### src/rtl/multicycle_controller.sv
// Moore control FSM for the multicycle MIPS core: sequences fetch/decode/execute/
// memory/writeback and drives every datapath control from the current state.
module multicycle_controller (
  input  logic       clock,
  input  logic       reset,
  input  logic [5:0] OP,
  output logic       IorD,
  output logic       ALUSrcA,
  output logic       IRWrite,
  output logic       PCWrite,
  output logic       MemWrite,
  output logic       RegDst,
  output logic       MemtoReg,
  output logic       RegWrite,
  output logic       Branch,
  output logic [1:0] ALUSrcB,
  output logic [1:0] PCSrc,
  output logic [1:0] ALUOp,
  output logic       InstrDone,
  output logic [3:0] State
);

  typedef enum logic [3:0] {
    FETCH  = 4'd0,
    DECODE = 4'd1,
    MEMADR = 4'd2,
    MEMRD  = 4'd3,
    MEMWB  = 4'd4,
    MEMWR  = 4'd5,
    EXEC   = 4'd6,
    ALUWB  = 4'd7,
    BRANCH = 4'd8,
    ADDIEX = 4'd9,
    ADDIWB = 4'd10,
    JUMP   = 4'd11
  } state_t;

  localparam logic [5:0] OP_LW   = 6'b100011;
  localparam logic [5:0] OP_SW   = 6'b101011;
  localparam logic [5:0] OP_RTYP = 6'b000000;
  localparam logic [5:0] OP_BEQ  = 6'b000100;
  localparam logic [5:0] OP_ADDI = 6'b001000;
  localparam logic [5:0] OP_J    = 6'b000010;

  state_t state_q, state_d;
  state_t out_s;
  logic   op_legal;

  always_comb begin
    op_legal = (OP == OP_LW) || (OP == OP_SW) || (OP == OP_RTYP) ||
               (OP == OP_BEQ) || (OP == OP_ADDI) || (OP == OP_J);
  end

  always_comb begin
    state_d = FETCH;
    case (state_q)
      FETCH:  state_d = DECODE;
      DECODE: begin
        case (OP)
          OP_LW, OP_SW: state_d = MEMADR;
          OP_RTYP:      state_d = EXEC;
          OP_BEQ:       state_d = BRANCH;
          OP_ADDI:      state_d = ADDIEX;
          OP_J:         state_d = JUMP;
          default:      state_d = FETCH;
        endcase
      end
      MEMADR: state_d = (OP == OP_LW) ? MEMRD : MEMWR;
      MEMRD:  state_d = MEMWB;
      EXEC:   state_d = ALUWB;
      ADDIEX: state_d = ADDIWB;
      default: state_d = FETCH;
    endcase
  end

  always_ff @(posedge clock) begin
    if (reset) state_q <= FETCH;
    else       state_q <= state_d;
  end

  // During reset the outputs present FETCH values, with all write enables masked.
  always_comb begin
    out_s     = reset ? FETCH : state_q;
    IorD      = 1'b0;
    ALUSrcA   = 1'b0;
    IRWrite   = 1'b0;
    PCWrite   = 1'b0;
    MemWrite  = 1'b0;
    RegDst    = 1'b0;
    MemtoReg  = 1'b0;
    RegWrite  = 1'b0;
    Branch    = 1'b0;
    ALUSrcB   = 2'b00;
    PCSrc     = 2'b00;
    ALUOp     = 2'b00;
    InstrDone = 1'b0;
    case (out_s)
      FETCH:  begin ALUSrcB = 2'b01; IRWrite = 1'b1; PCWrite = 1'b1; end
      DECODE: begin ALUSrcB = 2'b11; InstrDone = ~op_legal; end
      MEMADR: begin ALUSrcA = 1'b1; ALUSrcB = 2'b10; end
      MEMRD:  IorD = 1'b1;
      MEMWB:  begin MemtoReg = 1'b1; RegWrite = 1'b1; InstrDone = 1'b1; end
      MEMWR:  begin IorD = 1'b1; MemWrite = 1'b1; InstrDone = 1'b1; end
      EXEC:   begin ALUSrcA = 1'b1; ALUOp = 2'b10; end
      ALUWB:  begin RegDst = 1'b1; RegWrite = 1'b1; InstrDone = 1'b1; end
      BRANCH: begin
        ALUSrcA = 1'b1; ALUOp = 2'b01; PCSrc = 2'b01; Branch = 1'b1; InstrDone = 1'b1;
      end
      ADDIEX: begin ALUSrcA = 1'b1; ALUSrcB = 2'b10; end
      ADDIWB: begin RegWrite = 1'b1; InstrDone = 1'b1; end
      JUMP:   begin PCSrc = 2'b10; PCWrite = 1'b1; InstrDone = 1'b1; end
      default: ;
    endcase
    if (reset) begin
      IRWrite   = 1'b0;
      PCWrite   = 1'b0;
      MemWrite  = 1'b0;
      RegWrite  = 1'b0;
      Branch    = 1'b0;
      InstrDone = 1'b0;
    end
    State = out_s;
  end

endmodule
### config.mk
export PLATFORM = sky130hd
export DESIGN_NAME = multicycle_controller
export DESIGN_NICKNAME = d
export VERILOG_FILES = /design/src/rtl/multicycle_controller.sv
export SDC_FILE = /design/constraint.sdc
export NUM_CORES = 1
export LEC_CHECK = 0
export ABC_AREA = 1
export CAP_MARGIN = 0
export CORE_AREA = 10 10 49 51
export CTS_CLUSTER_DIAMETER = 150
export DETAILED_ROUTE_END_ITERATION = 10
export DIE_AREA = 0 0 59 61
export PLACE_DENSITY = 0.75
export SLEW_MARGIN = 10
export SYNTH_ARGS = -nofsm -noshare
export SYNTH_HDL_FRONTEND = slang
export SYNTH_SLANG_ARGS = --single-unit
### constraint.sdc
create_clock -name clock -period 1.29 [get_ports clock]
set_clock_uncertainty 0.05 [all_clocks]
set_input_delay 0.129 -clock clock [delete_from_list [all_inputs] [get_ports clock]]
set_output_delay 0.129 -clock clock [all_outputs]
set_load 0.01 [all_outputs]
; Word-level counts from Yosys, hierarchy flattened
; Index checks and enable logic that the tools add are counted.
[totals]
ff_bits = 4
inputBits = 8
out_inout_bits = 20
wordCells = 61
[classes]
n_eq_ne = 21
muxes = 23
n_bitwise = 1
reduce_logical = 15
[ops]
columns = cell, n
row1 = one-hot mux 4 bit (6 select lines), 1
row2 = == test 4 x 3 -> 1 bit (second input constant), 5
row3 = == test 4 bit (second input constant), 5
row4 = one-hot mux 4 bit (5 select lines), 1
row5 = == test 4 x 2 -> 1 bit (second input constant), 4
row6 = two-way mux 1 bit, 15
row7 = == test 6 bit (second input constant), 2
row8 = == test 4 x 1 -> 1 bit (second input constant), 2
row9 = zero test 4 bit, 2
row10 = one-hot mux 2 bit (2 select lines), 2
row11 = OR reduction 2 bit, 4
row12 = == test 6 x 2 -> 1 bit (second input constant), 1
row13 = == test 6 x 3 -> 1 bit (second input constant), 1
row14 = == test 6 x 4 -> 1 bit (second input constant), 1
row15 = zero test 6 bit, 1
row16 = one-hot mux 2 bit (3 select lines), 1
row17 = OR reduction 6 bit, 1
row18 = logical OR 1 bit, 5
row19 = two-way mux 4 bit, 1
row20 = OR reduction 4 bit, 1
row21 = two-way mux 3 bit, 1
row22 = OR reduction 3 bit, 1
row23 = one-hot mux 1 bit (2 select lines), 1
row24 = inverter 1 bit, 1

; Longest topological paths before layout
; Gate-level depths: netlist of the first run.
[logic_depth]
word_depth = 9
mapped_depth = 8
depth_no_buf = 8

; Worst setup path before layout of the first run
; No wires, ideal clock.
[synth_timing]
path_kind = reg2out
startpoint = register state_q[0]
endpoint = output InstrDone
arrival_ns = 0.993
required_ns = 1.111
path_slack_ns = 0.118
path_stages_with_launch = 7
path_buffers = 0
cell_sequence = dfxtp_1 -> inv_2 -> nor2_4 -> nand2_1 -> nand3_2 -> nor2_1 -> nand2_1
[synth_via]
elab_chain_len = 5
word_cells_on_any_way = 11
cone_classes = eq/ne (7) / mux (3) / reduce/logical (1)
[synth_rtl]
columns = item, line_no
row1 = "start, declared", 45  ; state_t state_q, state_d;
row2 = "start signal, assigned", 78  ; else state_q <= state_d;
row3 = two-way mux 4 bit (*), 83  ; out_s = reset ? FETCH : state_q;
row4 = == test 4 bit / == test 4 x 3 -> 1 bit (equally long branches), 97  ; case (out_s)
row5 = OR reduction 6 bit (no source line), --
row6 = one-hot mux 1 bit (2 select lines) (*), 97
row7 = two-way mux 1 bit (*), 114  ; if (reset) begin
row8 = "end, declared", 19  ; output logic InstrDone,
; Every way passes the cells marked *; elsewhere a longest branch is shown, timed or not.

; Worst setup path in the final report of the first run
[layout_timing]
startpoint = register state_q[1]
endpoint = output ALUSrcA
[layout_via]
elab_chain_len = 4
word_cells_on_any_way = 7
cone_classes = eq/ne (4) / mux (2) / reduce/logical (1)
[layout_rtl]
columns = item, line_no
row1 = two-way mux 4 bit (*), 83
row2 = "== test 4 bit, or another cell as far along", 97
row3 = OR reduction 4 bit (no source line) (*), --
row4 = two-way mux 1 bit (*), 97
row5 = "end, declared", 8  ; output logic ALUSrcA,
; Marked as above.

==> results.cfg, run 1 <==
[drt]
wire_per_inst_um = 16.1
ant_nets = 0
post-route-drc-count = 0
drt_first_pass_iters = 5
vias = 1006
finalWirelength_um = 3060
via_per_inst = 5.29
first_iter_violations = 42

[clock_network]
cts_buffer_depth = 2
cts_hold_buf = 0
cts.htree.levels = 1
cts_sinks = 4
cts_tree = built
worst_setup_hold_path_clk_slew_ns = 0.04
cts-root-buf = clkbuf_4
clock_latency_ns = 0.23
cts_buffers = 3

[global_routing]
grt_pass1_vias = 888
grt_usage = 0.136
antenna_found_initial = 0
grt_pass1_wl_um = 4000
grt.overflow.total = 0
grt_max_degree = 7

[status]
violations = setup timing
status = finished, violations left

[floorplanning]
rows = 14
dieWidth_um = 59
die-area_um2 = 3600
start_util = 0.371
coreArea_um2 = 1470
die_h_um = 61
ioPinCount = 28

[sta]
rsz0062_at_grt = yes
min_period_over_period = 1.13
timing.final.ws_setup_ns = -0.164
setup_viol = 15
final.min_clock_period_ns = 1.45
max_slew_margin = 0.867
final-hold-violation-count = 0
max_freq_ghz = 0.688
slew_viol_final = 0
worst_pin_slew_ns = 0.199

[pwr]
p_leak_nw = 0.747
powerDensity_nw_per_um2 = 389
vdd_ir_drop_max_uv = 548

[logic_synthesis]
synth-seq-cells = 4
synth_top_area_frac = 0.193
synthesis.nets = 116
synth.distinct_cells = 16
syn_area_um2 = 546
syn_area_per_cell_um2 = 5.05
synthTopCellsByArea = nand2_1 19%, dfxtp_1 15%, nor2_1 14%, inv_1 13%, nand3_1 11%
yosysTopAreaCell = nand2_1
syn_inst = 108
synth_seq_area_share = 0.147
yosysWarnings = 0

[place]
io_buffers = 27
pre_cts_slack_ns = -0.655
dp_hpwl_um = 1770
globalplace.congestion = 0.885

[final_layout]
multiInputGateArea_um2 = 483
largest_register_ffs = 4
nFillCells = 83
area_growth_pct = 123
layout_commonest_cell = buf_4
top_regs = state_q x4
regArea_um2 = 95.1
largest_register = state_q
fin_util = 0.827
drive_above_1_share = 0.638
num-nets-final = 184
antennaDiodeCount = 0
layout_common_cells = 37 x buf_4, 18 x nand2_1, 12 x nor2_1

[critical_path]
critical-path-slowest-cell = dfxtp_4
path_max_fanout = 4
path_common_cell = nand2_2
cp_data_arrival_time_ns = 1.27
cp-start-kind = flop
crit_chain = inv_4, nor2_4, nand2_2, nand2_2, nand2_2, nand3_1, buf_2
cp_num_buf_inv = 2
crit_family = simple AND/OR/NAND/NOR gates
slowest_delay_ns = 0.40
end_kind = output port
critPathKind = flop to output port
crit_required_ns = 1.11

[min_path]
hold_path.class = input pin to flop

[job]
drv_cap = 0
-- stage by stage --
stage	instances	setup TNS [ns]	hold WS, ns	cell area (µm²)	power (W)
5_1_grt	190	-2.10	0.277	1220	0.000501
4_1_cts	184	-0.712	0.441	1100	0.000447
3_3_place_gp	173	-10.48	0.661	1000	0.000296
2_1_floorplan	108	0	0.309	546	0.000203
6_report	190	-1.14	0.264	1220	0.000474
3_5_place_dp	173	-11.09	0.669	1000	0.000300
-- what timing repair did --
| action | 4_1_cts | 5_1_grt |
|---|---|---|
| endpoints found under the hold margin | 0 | 0 |
| gates resized for setup | 113 | 35 |
| setup buffers | 8 | 6 |
| endpoints found under the setup margin | 20 | 22 |
| pin swaps | 8 | 7 |
-- tightest hold or removal path, stage by stage --
cell and delay (ns):
clkbuf_2 0.18, buf_4 0.16, a21oi_1 0.04
-- path summary, 6_finish.rpt --
check                                start         end  slack [ns]  cells after the start
worst min register to register  state_q[2]  state_q[0]        0.81                      6
worst min-delay path                 reset  state_q[0]        0.26                      3
worst max-delay path            state_q[1]     ALUSrcA       -0.16                      7
worst max register to register  state_q[1]  state_q[2]       -0.06                     10
-- where the power goes --
part | switching [W] | internal (W)
clock | 0.0000480 | 0.000104
combinational | 0.0000993 | 0.0000862
sequential | 0.0000132 | 0.000123
-- layer usage --
metal	GRT usage	part of all wire	up-vias
met5	0	0	-
met4	0.0361	0.047	0
met3	0.0397	0.11	21
met2	0.261	0.51	74
met1	0.140	0.33	452
li1	-	-	459
-- area by class of cell --
cell class                 count  share of cell area
multi-input combinational     79               0.397
clock buffer                   3              0.0185
tap                           16              0.0164
timing repair buffer          65               0.407
sequential                     4              0.0781
inverter                      23              0.0832
-- kinds of logic (layout without fill, tap and decap cells) --
logic type | after synthesis | in the layout | share of synthesized area
compound gates | 6 | 6 | 0.0550
buf+inv | 25 | 91 | 0.190
flops | 4 | 4 | 0.147
simple gates | 73 | 73 | 0.608
-- synthesized netlist by cell type (all sizes together) --
library cell and n:
nor2 25, buf 2, nand2 32, nor3 2, a21oi 3, o21ai 3, inv 23, dfxtp 4
nand3 13, nand3b 1
Note: power is estimated with default switching activity, not from simulation.
==> run 2: changes to the inputs <==
Settings changed: SKIP_CTS_REPAIR_TIMING from default to 1.
==> run 2 against run 1 <==
  * The run still ends with setup timing left
  * Sequential share of layout area about the same
  * Register-to-register slack gained 0.09 ns
  * Total power down 0.16%
  * Wire length down 5.5%
  * Worst hold slack improved by 0.087 ns
  * Flip-flop and latch count did not move
  * Non-clock buffer count is 7 lower
  * Final cell count down 3.7%
  * Combinational power rose by 2%
  * Critical path type unchanged
  * Largest cell class unchanged
  * Largest power group unchanged
  * Highest routed layer unchanged
==> results.cfg, run 2 (synthesis results as in run 1) <==
[sta]
setup_viol = 13
slew_viol_final = 0
max_slew_margin = 0.768
max_freq_ghz = 0.649
timing.final.ws_setup_ns = -0.251
final.min_clock_period_ns = 1.54
min_period_over_period = 1.19
final-hold-violation-count = 0
rsz0062_at_grt = yes
worst_pin_slew_ns = 0.348
finalSetupTns_ns = -1.44

[critical_path]
cp-endpoint = ALUSrcB[1]
crit_required_ns = 1.11
end_kind = output port
reg2reg_from = state_q[0]
critPathKind = flop to output port
cp-start-kind = flop
r2r-end = state_q[2]
reg2reg_slack_ns = 0.03
reg2regPathDepth = 9
cp_data_arrival_time_ns = 1.36
worstSetupStartpoint = state_q[2]
path_max_fanout = 3

[floorplanning]
ioPinCount = 28
die_h_um = 61
die-area_um2 = 3600
start_util = 0.371
rows = 14
dieWidth_um = 59
coreArea_um2 = 1470

[final_layout]
regArea_um2 = 95.1
drive_above_1_share = 0.587
layout_commonest_cell = buf_4
num-nets-final = 177
antennaDiodeCount = 0
layout_common_cells = 27 x buf_4, 19 x nand2_1, 13 x inv_1
largest_register_ffs = 4
largest_register = state_q
multiInputGateArea_um2 = 474
nFillCells = 94
area_growth_pct = 123
top_regs = state_q x4
fin_util = 0.826

[clock_network]
cts_buffers = 3
cts-root-buf = clkbuf_4
cts_buffer_depth = 2
worst_setup_hold_path_clk_slew_ns = 0.03
cts.htree.levels = 1
cts_sinks = 4
clock_latency_ns = 0.24
cts_tree = built

[global_routing]
antenna_found_initial = 0
grt_max_degree = 7
grt.overflow.total = 0
grt_usage = 0.106
grt_pass1_wl_um = 3130
grt_pass1_vias = 735

[min_path]
hold_path.class = input pin to flop

[drt]
finalWirelength_um = 2900
vias = 953
wire_per_inst_um = 15.8
drt_first_pass_iters = 4
ant_nets = 0
via_per_inst = 5.21
first_iter_violations = 30
post-route-drc-count = 0

[pwr]
vdd_ir_drop_max_uv = 568
powerDensity_nw_per_um2 = 389
p_leak_nw = 0.826

[place]
io_buffers = 27
dp_hpwl_um = 1770
globalplace.congestion = 0.885

[job]
drv_cap = 0

[status]
violations = setup timing
status = finished, violations left
[run 2: changes by cell type in the layout (fill, tap and decap cells not counted), moves of 3 or more]
cell,before,now
buf_4,37,27
buf_2,10,6
buf_6,8,11
dlygate4sd2_1,6,0
dlymetal6s2s_1,0,11
inv_4,6,3
[run 2: where the power goes]
part	switching, W	internal (W)	total [W]	leakage (nW)
clock network	0.0000495	0.000104	0.000153	0.0138
registers	0.00000778	0.000123	0.000131	0.0355
logic	0.000100	0.0000886	0.000189	0.776
[run 2: per-layer routing]
layer	part of all wire	GRT usage	vias up
li1	-	-	446
met1	0.40	0.111	449
met2	0.51	0.206	50
met3	0.067	0.0209	8
met4	0.018	0.0295	0
met5	0	0	-
[run 2: layout make-up]
| type | instances | area share |
|---|---|---|
| Clock buffer | 3 | 0.0185 |
| Inverter | 23 | 0.0772 |
| Multi-Input combinational cell | 79 | 0.390 |
| Sequential cell | 4 | 0.0783 |
| Tap cell | 16 | 0.0165 |
| Timing Repair Buffer | 58 | 0.419 |
[run 2: worst min path at each step]
stage               startpoint         end  slack (ns)  cells after the start
floorplan                reset  state_q[1]        0.31                      2
global placement    state_q[3]  state_q[0]        0.66                      4
detailed placement  state_q[3]  state_q[0]        0.67                      4
CTS                 state_q[3]  state_q[0]        0.68                      4
global route             OP[0]  state_q[1]        0.38                      5
finish                   OP[0]  state_q[1]        0.35                      5
[run 2: critical path, stage by stage, from the launching register on]
cell,delay (ns)
dfxtp_4,0.35
inv_4,0.09
nand2_4,0.06
inv_1,0.10
nand3_1,0.12
nand2_1,0.10
nand2_1,0.07
o21ai_1,0.08
buf_2,0.16
[run 2: metrics by stage]
stage	setup WS [ns]	power, W	hold WS [ns]	cell area, µm²	std cells
floorplan	0.118	0.000203	0.309	546	108
global placement	-0.633	0.000296	0.661	1000	173
detailed placement	-0.655	0.000300	0.669	1000	173
CTS	-0.659	0.000455	0.679	1020	176
global route	-0.340	0.000500	0.383	1210	183
finish	-0.251	0.000473	0.351	1210	183
